--- src/rtl/control_fsm.sv ---
// Multicycle controller: sequences fetch/decode/execute/memory/writeback and owns PC update.
// Latency: R/I 4, LW 5, SW 4, BEQ 3 cycles at zero wait; each memory wait cycle adds one.
// Backpressure: stalls in FETCH/MEM_RD/MEM_WR until ready; optional timeout parks the core in HALT.
module control_fsm #(
  parameter int MEM_TIMEOUT = 0,
  parameter int CNT_W       = 32
) (
  input  logic             clk,
  input  logic             arst_n,
  input  logic [6:0]       opcode,
  input  logic [2:0]       funct3,
  input  logic             imem_ready,
  input  logic             dmem_ready,
  output logic             imem_req,
  output logic             ir_write,
  output logic             dmem_req,
  output logic             dmem_we,
  output logic             pc_write,
  output logic [1:0]       pc_sel,
  output logic             reg_write,
  output logic             alu_src_b,
  output logic [1:0]       alu_op,
  output logic             result_src,
  output logic             halt,
  output logic             timeout_err,
  output logic [CNT_W-1:0] instr_count
);

  localparam logic [6:0] OP_R      = 7'b0110011;
  localparam logic [6:0] OP_I      = 7'b0010011;
  localparam logic [6:0] OP_LOAD   = 7'b0000011;
  localparam logic [6:0] OP_STORE  = 7'b0100011;
  localparam logic [6:0] OP_BRANCH = 7'b1100011;

  localparam logic [2:0] F3_BEQ    = 3'b000;

  localparam logic [1:0] PC_4      = 2'd0;
  localparam logic [1:0] PC_BRANCH = 2'd1;

  localparam logic [1:0] ALU_ADD   = 2'b00;
  localparam logic [1:0] ALU_SUB   = 2'b01;
  localparam logic [1:0] ALU_FUNCT = 2'b10;

  // Timeout compare point: the last allowed wait cycle is MEM_TIMEOUT-1 counted from zero.
  localparam int              WAIT_W    = 32;
  localparam bit              TO_EN     = (MEM_TIMEOUT > 0);
  localparam logic [WAIT_W-1:0] WAIT_LAST = TO_EN ? WAIT_W'(MEM_TIMEOUT - 1) : '0;

  typedef enum logic [3:0] {
    S_IDLE,
    S_FETCH,
    S_DECODE,
    S_EXEC_R,
    S_EXEC_I,
    S_MEM_ADDR,
    S_MEM_RD,
    S_MEM_WR,
    S_WB_ALU,
    S_WB_MEM,
    S_BRANCH,
    S_HALT
  } state_t;

  state_t             r_state;
  state_t             w_next;
  logic [WAIT_W-1:0]  r_wait_cnt;
  logic               r_timeout_err;
  logic [CNT_W-1:0]   r_instr_count;
  logic               w_wait_expired;
  logic               w_set_timeout;
  logic               w_enter_wait;
  logic               w_waiting;

  // Expiry only matters while a handshake is pending; a same-cycle ready takes priority below.
  assign w_wait_expired = TO_EN && (r_wait_cnt == WAIT_LAST);

  // Counter restarts whenever a new handshake state is entered (including MEM_WR -> FETCH).
  assign w_enter_wait = (w_next != r_state) &&
                        ((w_next == S_FETCH) || (w_next == S_MEM_RD) || (w_next == S_MEM_WR));
  assign w_waiting    = (imem_req && !imem_ready) || (dmem_req && !dmem_ready);

  assign timeout_err = r_timeout_err;
  assign instr_count = r_instr_count;

  // State, wait counter, sticky timeout flag and retired-instruction counter.
  always_ff @(posedge clk or negedge arst_n) begin
    if (!arst_n) begin
      r_state       <= S_IDLE;
      r_wait_cnt    <= '0;
      r_timeout_err <= 1'b0;
      r_instr_count <= '0;
    end else begin
      r_state <= w_next;
      if (w_enter_wait) begin
        r_wait_cnt <= '0;
      end else if (w_waiting) begin
        r_wait_cnt <= r_wait_cnt + WAIT_W'(1);
      end
      if (w_set_timeout) begin
        r_timeout_err <= 1'b1;
      end
      if (pc_write) begin
        r_instr_count <= r_instr_count + CNT_W'(1);
      end
    end
  end

  // Next-state and Moore outputs; ir_write and the MEM_WR pc_write follow the ready input.
  always_comb begin
    w_next        = r_state;
    w_set_timeout = 1'b0;
    imem_req      = 1'b0;
    ir_write      = 1'b0;
    dmem_req      = 1'b0;
    dmem_we       = 1'b0;
    pc_write      = 1'b0;
    pc_sel        = PC_4;
    reg_write     = 1'b0;
    alu_src_b     = 1'b0;
    alu_op        = ALU_ADD;
    result_src    = 1'b0;
    halt          = 1'b0;

    case (r_state)
      S_IDLE: begin
        w_next = S_FETCH;
      end
      S_FETCH: begin
        imem_req = 1'b1;
        if (imem_ready) begin
          ir_write = 1'b1;
          w_next   = S_DECODE;
        end else if (w_wait_expired) begin
          w_set_timeout = 1'b1;
          w_next        = S_HALT;
        end
      end
      S_DECODE: begin
        case (opcode)
          OP_R:               w_next = S_EXEC_R;
          OP_I:               w_next = S_EXEC_I;
          OP_LOAD, OP_STORE:  w_next = S_MEM_ADDR;
          OP_BRANCH:          w_next = (funct3 == F3_BEQ) ? S_BRANCH : S_HALT;
          default:            w_next = S_HALT;
        endcase
      end
      S_EXEC_R: begin
        alu_src_b = 1'b0;
        alu_op    = ALU_FUNCT;
        w_next    = S_WB_ALU;
      end
      S_EXEC_I: begin
        alu_src_b = 1'b1;
        alu_op    = ALU_FUNCT;
        w_next    = S_WB_ALU;
      end
      S_MEM_ADDR: begin
        alu_src_b = 1'b1;
        alu_op    = ALU_ADD;
        // Instruction register is stable for the whole instruction, so re-check the opcode here.
        w_next    = (opcode == OP_STORE) ? S_MEM_WR : S_MEM_RD;
      end
      S_MEM_RD: begin
        dmem_req = 1'b1;
        dmem_we  = 1'b0;
        if (dmem_ready) begin
          w_next = S_WB_MEM;
        end else if (w_wait_expired) begin
          w_set_timeout = 1'b1;
          w_next        = S_HALT;
        end
      end
      S_MEM_WR: begin
        dmem_req = 1'b1;
        dmem_we  = 1'b1;
        if (dmem_ready) begin
          pc_write = 1'b1;
          pc_sel   = PC_4;
          w_next   = S_FETCH;
        end else if (w_wait_expired) begin
          w_set_timeout = 1'b1;
          w_next        = S_HALT;
        end
      end
      S_WB_ALU: begin
        reg_write  = 1'b1;
        result_src = 1'b0;
        pc_write   = 1'b1;
        pc_sel     = PC_4;
        w_next     = S_FETCH;
      end
      S_WB_MEM: begin
        reg_write  = 1'b1;
        result_src = 1'b1;
        pc_write   = 1'b1;
        pc_sel     = PC_4;
        w_next     = S_FETCH;
      end
      S_BRANCH: begin
        alu_src_b = 1'b0;
        alu_op    = ALU_SUB;
        pc_write  = 1'b1;
        pc_sel    = PC_BRANCH;
        w_next    = S_FETCH;
      end
      S_HALT: begin
        halt = 1'b1;
      end
      default: begin
        w_next = S_HALT;
      end
    endcase
  end

endmodule

--- config.mk ---
export PLATFORM = sky130hd
export DESIGN_NAME = control_fsm
export DESIGN_NICKNAME = d
export VERILOG_FILES = /design/src/rtl/control_fsm.sv
export SDC_FILE = /design/constraint.sdc
export NUM_CORES = 1
export LEC_CHECK = 0
export CAP_MARGIN = 0
export CORE_MARGIN = 1
export CORE_UTILIZATION = 42
export DETAILED_ROUTE_END_ITERATION = 16
export GPL_ROUTABILITY_DRIVEN = 0
export PLACE_DENSITY = 0.76
export SYNTH_ARGS = -nofsm -noshare
export SYNTH_HDL_FRONTEND = slang
export SYNTH_SLANG_ARGS = --single-unit
--- constraint.sdc ---
create_clock -name clk -period 1.64 [get_ports clk]
set_clock_uncertainty 0.1 [all_clocks]
set_input_delay 0.492 -clock clk [delete_from_list [all_inputs] [get_ports clk]]
set_output_delay 0.492 -clock clk [all_outputs]
set_load 0.01 [all_outputs]
Word-level counts from Yosys, hierarchy flattened

Index checks and enable logic that the tools add are counted.

Output and inout port bits: 46
Input bits: 14
Register bits: 36

Muxes and demuxes: 20
Add/sub/neg operators: 1
Reductions and logical operators: 10
Equality and inequality tests: 19
Bitwise gates (word level): 1

Operators by type and width:

| cell                                                             | number |
|---|---|
| 32-bit by 1-bit adder with 32-bit output (second input constant) | 1 |
| 4-bit one-hot mux with 8 select lines                            | 1 |
| 4-bit by 3-bit == test with 1-bit output (second input constant) | 4 |
| 4-bit == test (second input constant)                            | 4 |
| 4-bit one-hot mux with 4 select lines                            | 1 |
| 7-bit by 6-bit == test with 1-bit output (second input constant) | 2 |
| 1-bit two-way mux                                                | 13 |
| 4-bit two-way mux                                                | 3 |
| 2-bit OR reduction                                               | 5 |
| 4-bit by 2-bit == test with 1-bit output (second input constant) | 2 |
| 7-bit by 2-bit == test with 1-bit output (second input constant) | 1 |
| 7-bit by 5-bit == test with 1-bit output (second input constant) | 1 |
| 7-bit == test (second input constant)                            | 1 |
| 2-bit inequality test (second input constant)                    | 3 |
| 4-bit by 1-bit == test with 1-bit output (second input constant) | 1 |
| 4-bit logical NOT                                                | 1 |
| 2-bit one-hot mux with 2 select lines                            | 1 |
| 4-bit AND reduction                                              | 1 |
| 4-bit OR reduction                                               | 1 |
| 3-bit logical NOT                                                | 1 |
| 3-bit OR reduction                                               | 1 |
| 1-bit one-hot mux with 2 select lines                            | 1 |
| 1-bit inverter                                                   | 1 |

Logic depth before layout (Yosys ltp)

Gate-level depths: netlist of the first run.

Word-level depth: 4
Gate-level depth with buffers: 7
Mapped depth without buffers: 5

Worst setup path after synthesis of the first run

No wires, ideal clock.

Path kind: register to output
From: reg r_state[0]
To: out ir_write
Required time: 1.048 ns
Buffers on the path: 1
Stages on the path, launching flop included: 4
Slack: -0.244 ns
Arrival: 1.292 ns
Path through: dfrtp_1 -> buf_2 -> nor4b_1 -> and2_1

Word-level cells in the longest chain between the ends: 2

RTL lines:

| what                                     | line | text |
|---|---|---|
| from (decl)                              | 64   | `state_t r_state;` |
| from (signal assigned)                   | 93   | `r_state <= w_next;` |
| 4-bit by 1-bit == test with 1-bit output | 124  | `case (r_state)` |
| 1-bit two-way mux                        | 124  |  |
| to (decl)                                | 15   | `output logic ir_write,` |

Every way passes these cells.

Worst setup path after layout of the first run

From: reg r_state[2]
To: out pc_write

Word-level cells in the longest chain between the ends: 3
Elaborated cells on any way between the ends: 6
Those cells by class: eq/ne: 4; mux: 1; reduce/logical: 1

RTL lines:

| what                                      | line | text |
|---|---|---|
| 4-bit == test                             | 124  |  |
| 3-bit OR reduction (no line)              | -    |  |
| 1-bit one-hot mux with 2 select lines (*) | 124  |  |
| to (decl)                                 | 18   | `output logic pc_write,` |

Mark *: on every way between the ends. The rest lies on a longest branch, timed or not.

==> results of run 1 <==
through the flow:
step           power (uW)  worst slack (ns)  utilization (%)
2_1_floorplan        1990            -0.110                -
3_3_place_gp         2780            -0.724             65.8
3_5_place_dp         2810            -0.736             65.8
4_1_cts              3760            -0.303             71.2
5_1_grt              4490            -0.446             76.1
6_report             4290            -0.391             76.1
kinds of logic (layout without fill, tap and decap cells):
group / count (synthesis) / count (layout) / share of synthesized area, %
flops: 36 / 36 / 47.6
xor+xnor: 32 / 32 / 14.8
fa+ha+maj: 1 / 1 / 0.661
mux: 1 / 1 / 0.595
compound gates: 17 / 17 / 6.08
other cells: 1 / 2 / 0.198
buf+inv: 14 / 139 / 4.16
simple gates: 89 / 89 / 25.9
critical path, stage by stage (launching register included):
cell	delay, ns
dfrtp_2	0.48
buf_4	0.17
nor2b_4	0.13
a22o_1	0.21
buf_2	0.15
timing repair:
| action | in CTS | in global routing |
|---|---|---|
| pin swaps | 17 | 26 |
| setup buffers | 15 | 7 |
| resized for setup | 120 | 43 |
| cloned | 0 | 1 |
| endpoints found under the setup margin | 75 | 49 |
final timing paths:
kind,cells past startpoint,endpoint,slack [ns],startpoint
max,4,pc_write,-0.39,r_state[2]
min,1,instr_count[31],0.37,instr_count[31]
max reg2reg,8,instr_count[24],-0.38,r_state[2]
min reg2reg,1,instr_count[31],0.37,instr_count[31]
max in group asynchronous,2,r_state[1],0.77,arst_n
min in group asynchronous,2,instr_count[3],0.47,arst_n
where the power goes:
part | leakage, uW | internal [uW] | total, uW | switching (uW)
clock network | 0.0000455 | 343 | 662 | 319
logic | 0.00119 | 1340 | 2470 | 1140
registers | 0.000483 | 1020 | 1160 | 136
registers in the layout (all words and copies together), names as in the netlist:
signal / count
r_state: 4
instr_count: 32
cell usage after synthesis (all sizes together):
master / n
xnor2: 20
nor3: 8
a22o: 1
buf: 9
a211o: 1
o21ai: 1
o21bai: 1
a31oi: 1
clkbuf: 2
o311a: 1
a21oi: 7
a222oi: 1
nand3: 9
nor2b: 2
inv: 3
conb: 1
nor2: 17
and3: 11
a211oi: 2
ha: 1
nand2b: 3
or2b: 1
nor3b: 1
dfrtp: 36
and4b: 1
nand4bb: 1
nor4b: 1
xor2: 12
o2bb2ai: 1
nor4: 2
and2: 2
or2: 1
nand4: 10
mux2: 1
and4: 1
nand2: 18
routing by layer:
metal / share of wire, % / global-route usage (%) / vias up
met3: 3.7 / 3.36 / 13
met1: 43 / 27.9 / 974
met5: 0 / 0 / -
met2: 51 / 36.1 / 77
met4: 1.7 / 7.71 / 0
li1: - / - / 907
cell type report:
cell class	count	area share, %
multi-input combinational	142	34.7
timing repair buffer	128	32.9
tap	52	1.96
sequential	36	27.3
inverter	3	0.491
clock buffer	8	2.72
==> metrics.txt, run 1 <==
Final Max Slew Viols 0; worst vdd ir 939 uV; leak pwr 0.00172 uW; Port Buffer Count 57; DIE AREA 4780 um2; FF+latch count, synth 36; DP HPWL 3.35 mm; GRT Residual Overflow 0; Post-Route WL 5.99 mm; initial antenna violation count 0; drt wl/cell 16.2 um; ranking of synthesized cells by area dfrtp_1, xnor2_1, xor2_1, nand2_1, nor2_1; run status finished, violations left; fraction of layout cells with a size suffix above 1 42.9%; DR DRC count 0; setup ws final -0.391 ns; H-tree Lvls 2; Crit Path Class reg2out; total track usage 21.5%; syn_area_per_cell 9.91 um2; Clock Tree Buf Depth 2; fin crit period 2.03 ns; Final #Nets 331; failing checks negative setup slack; Crit path required time 1.05 ns; Root Buffer clkbuf_8; Worst-Skew Late Latency 0.30 ns; Antenna Violating Nets Remaining 0; CTS buffer count 5; unrepaired setup endpoints after global routing yes; multi-input combinational cell area 1150 um2; synth warn 0; CP Launch Type flop; number of iterations in the first detailed-routing pass 4; first-pass GRT wire length 8.27 mm; cells after synthesis 191; period utilization 124%; most common library cell in the layout ignoring fill and taps buf_4; crit-path max FO 5; TritonCTS clock tree yes; Max Cap Violations 0; HP Class reg2reg; setup violators final 42; PwrDens 1300 nW/um2; count of final hold-check violations 0; fmax 492 MHz; diode count 0; WHS 0.372 ns; Fillers 265; CP Capture Type output port; Clock Pin Slew Worst Setup and Hold Paths 0.08 ns; Initial Utilization 43.5%; Synth Cell Area 1890 um2; ratio of routed vias to standard cells 5.34; total number of vias 1971; Synth area leader dfrtp_1; count of non-filler cells in the finished layout 369; die width 69.1 um; number of global-route vias before repair 1797; Yosys cell types 43; area post-placement 2860 um2; storage element area 903 um2; pin count of the biggest net entering global routing 37; CTS Hold Bufs 0; FP Rows 24; Ports 60; most frequent cells in the layout buf_4, dlygate4sd2_1, dfrtp_1, xnor2_1, nand2_1; die height 69.1 um; Layout area overhead 75.1%; core region area 4350 um2; setup TNS -11.44 ns; starting DRC count in detailed routing 96; DP Cell Count 339; CP arrival 1.44 ns; Design Area, Final 3310 um2; Yosys top cell area share 47.6%; post-synthesis sequential area ratio 47.6%; CTS sink cnt 36
(Power assumes the default switching activity.)
==> inputs of run 2 (changes only) <==
--- a/config.mk
+++ b/config.mk
@@ -8,6 +8,7 @@
 export CAP_MARGIN = 0
 export CORE_MARGIN = 1
 export CORE_UTILIZATION = 42
+export CTS_CLUSTER_SIZE = 25
 export DETAILED_ROUTE_END_ITERATION = 16
 export GPL_ROUTABILITY_DRIVEN = 0
 export PLACE_DENSITY = 0.76
==> results of run 2 <==
Same layout as run 1: the final DEF is identical, and so are final timing and power.
==> inputs of run 3 (changes only) <==
--- a/config.mk
+++ b/config.mk
@@ -11,7 +11,7 @@
 export CTS_CLUSTER_SIZE = 25
 export DETAILED_ROUTE_END_ITERATION = 16
 export GPL_ROUTABILITY_DRIVEN = 0
-export PLACE_DENSITY = 0.76
+export PLACE_DENSITY_LB_ADDON = 0.05
 export SYNTH_ARGS = -nofsm -noshare
 export SYNTH_HDL_FRONTEND = slang
 export SYNTH_SLANG_ARGS = --single-unit
==> metrics.txt, run 3 (synthesized netlist as in run 1, its figures left out) <==
run status finished, violations left; failing checks negative setup slack; worst-case reg-to-reg path depth 8; pin count of the biggest net entering global routing 37; Crit Path Class reg2out; Clock Pin Slew Worst Setup and Hold Paths 0.08 ns; setup TNS -10.35 ns; fmax 496 MHz; TritonCTS clock tree yes; Layout area overhead 73.8%; GRT Residual Overflow 0; crit path from r_state[2]; CTS buffer count 5; leak pwr 0.00173 uW; most frequent cells in the layout buf_4, dfrtp_1, dlygate4sd2_1, xnor2_1, nand2_1; reg-to-reg endpoint instr_count[28]; Largest register FFs 32; number of global-route vias before repair 1805; setup violators final 43; Final #Nets 330; Initial Utilization 43.5%; FP Rows 24; count of final hold-check violations 0; total track usage 21.6%; WHS 0.367 ns; CP Launch Type flop; slowest stage delay, CP 0.45 ns; Critical Path Stages 4; DR DRC count 0; Clock Tree Buf Depth 2; die height 69.1 um; first-pass GRT wire length 8.17 mm; initial antenna violation count 0; DP HPWL 3.40 mm; PwrDens 1250 nW/um2; core region area 4350 um2; count of non-filler cells in the finished layout 368; Port Buffer Count 57; starting DRC count in detailed routing 81; DP Cell Count 337; worst path cell trace buf_6 -> nor4b_4 -> and2_1 -> buf_2; critical path endpoint ir_write; Antenna Violating Nets Remaining 0; crit-path leading delay family flip-flops; setup ws final -0.376 ns; Worst Path Buf+Inv 2; H-tree Lvls 2; Worst-Skew Late Latency 0.29 ns; fraction of layout cells with a size suffix above 1 43.0%; HP Class reg2reg; CP arrival 1.42 ns; most common library cell in the layout ignoring fill and taps buf_4; DIE AREA 4780 um2; Root Buffer clkbuf_8; flop-to-flop setup slack -0.32 ns; Post-Route WL 5.20 mm; CTS Hold Bufs 0; unrepaired setup endpoints after global routing yes; diode count 0; die width 69.1 um; fin crit period 2.02 ns; crit-path max FO 5; total number of vias 1853; Final Max Slew Viols 0; period utilization 123%; Crit path required time 1.05 ns; Worst path slowest cell dfrtp_2; Ports 60; CTS sink cnt 36; ratio of routed vias to standard cells 5.04; reg2reg start r_state[3]; CP Capture Type output port; worst vdd ir 908 uV; Max Cap Violations 0; number of iterations in the first detailed-routing pass 5; drt wl/cell 14.1 um
run 3: cell types whose count changed in the layout (fill, tap and decap cells not counted), sizes merged:
cell and delta:
clkdlybuf4s50 +1, clkbuf -2, dlygate4sd2 -2, clkinv +1, bufinv +1
run 3: worst min path at each step:
stage                    start               to  slack (ns)  cells past startpoint
3_5_place_dp   instr_count[31]  instr_count[31]        0.36                      1
3_3_place_gp   instr_count[31]  instr_count[31]        0.36                      1
5_1_grt        instr_count[31]  instr_count[31]        0.38                      1
6_report       instr_count[31]  instr_count[31]        0.37                      1
4_1_cts        instr_count[31]  instr_count[31]        0.37                      1
2_1_floorplan           arst_n   instr_count[0]         0.1                      0
run 3: layout make-up:
| class | instances | area (um2) |
|---|---|---|
| flip-flops and latches | 36 | 905 |
| multi-input cells | 142 | 1150 |
| clock inverters | 2 | 35.0 |
| clock buffers | 6 | 72.6 |
| well taps | 52 | 65.1 |
| fillers | 316 | 1060 |
| repair buffers | 127 | 1060 |
| inverters | 3 | 11.3 |
run 3: worst register-to-register path, stage by stage (launching register included):
cell and delay (ns):
dfrtp_2 0.45, and4b_1 0.28, a22o_1 0.18, buf_4 0.13, buf_8 0.12, and4_4 0.22
buf_6 0.12, nand4_1 0.09, xnor2_1 0.16
run 3: per-layer routing:
metal,GRT usage [%],vias up,share of wire (%)
met5,0,-,0
met4,7.26,0,1.8
met3,5.12,11,3.1
met2,38.1,40,53
met1,25.6,903,42
li1,-,899,-
run 3: per-stage QoR:
step / utilization [%] / setup slack, ns / power, uW / cell area, um2
6_report: 75.6 / -0.376 / 4120 / 3290
5_1_grt: 75.6 / -0.457 / 4340 / 3290
2_1_floorplan: - / -0.110 / 1990 / 1920
3_3_place_gp: 65.4 / -0.687 / 2790 / 2850
4_1_cts: 71.0 / -0.380 / 3750 / 3090
3_5_place_dp: 65.4 / -0.693 / 2830 / 2850
run 3: what timing repair did:
action	4_1_cts	5_1_grt
endpoints found under the setup margin	74	48
buffers inserted	16	9
hold endpoints to repair	0	0
gates cloned	0	1
pin swaps	11	18
resized for setup	110	45
run 3: power by group:
group	leakage, uW	total, uW	switching, uW	internal [uW]
clock network	0.0000552	789	337	452
logic	0.00119	2170	991	1180
registers	0.000482	1160	133	1020
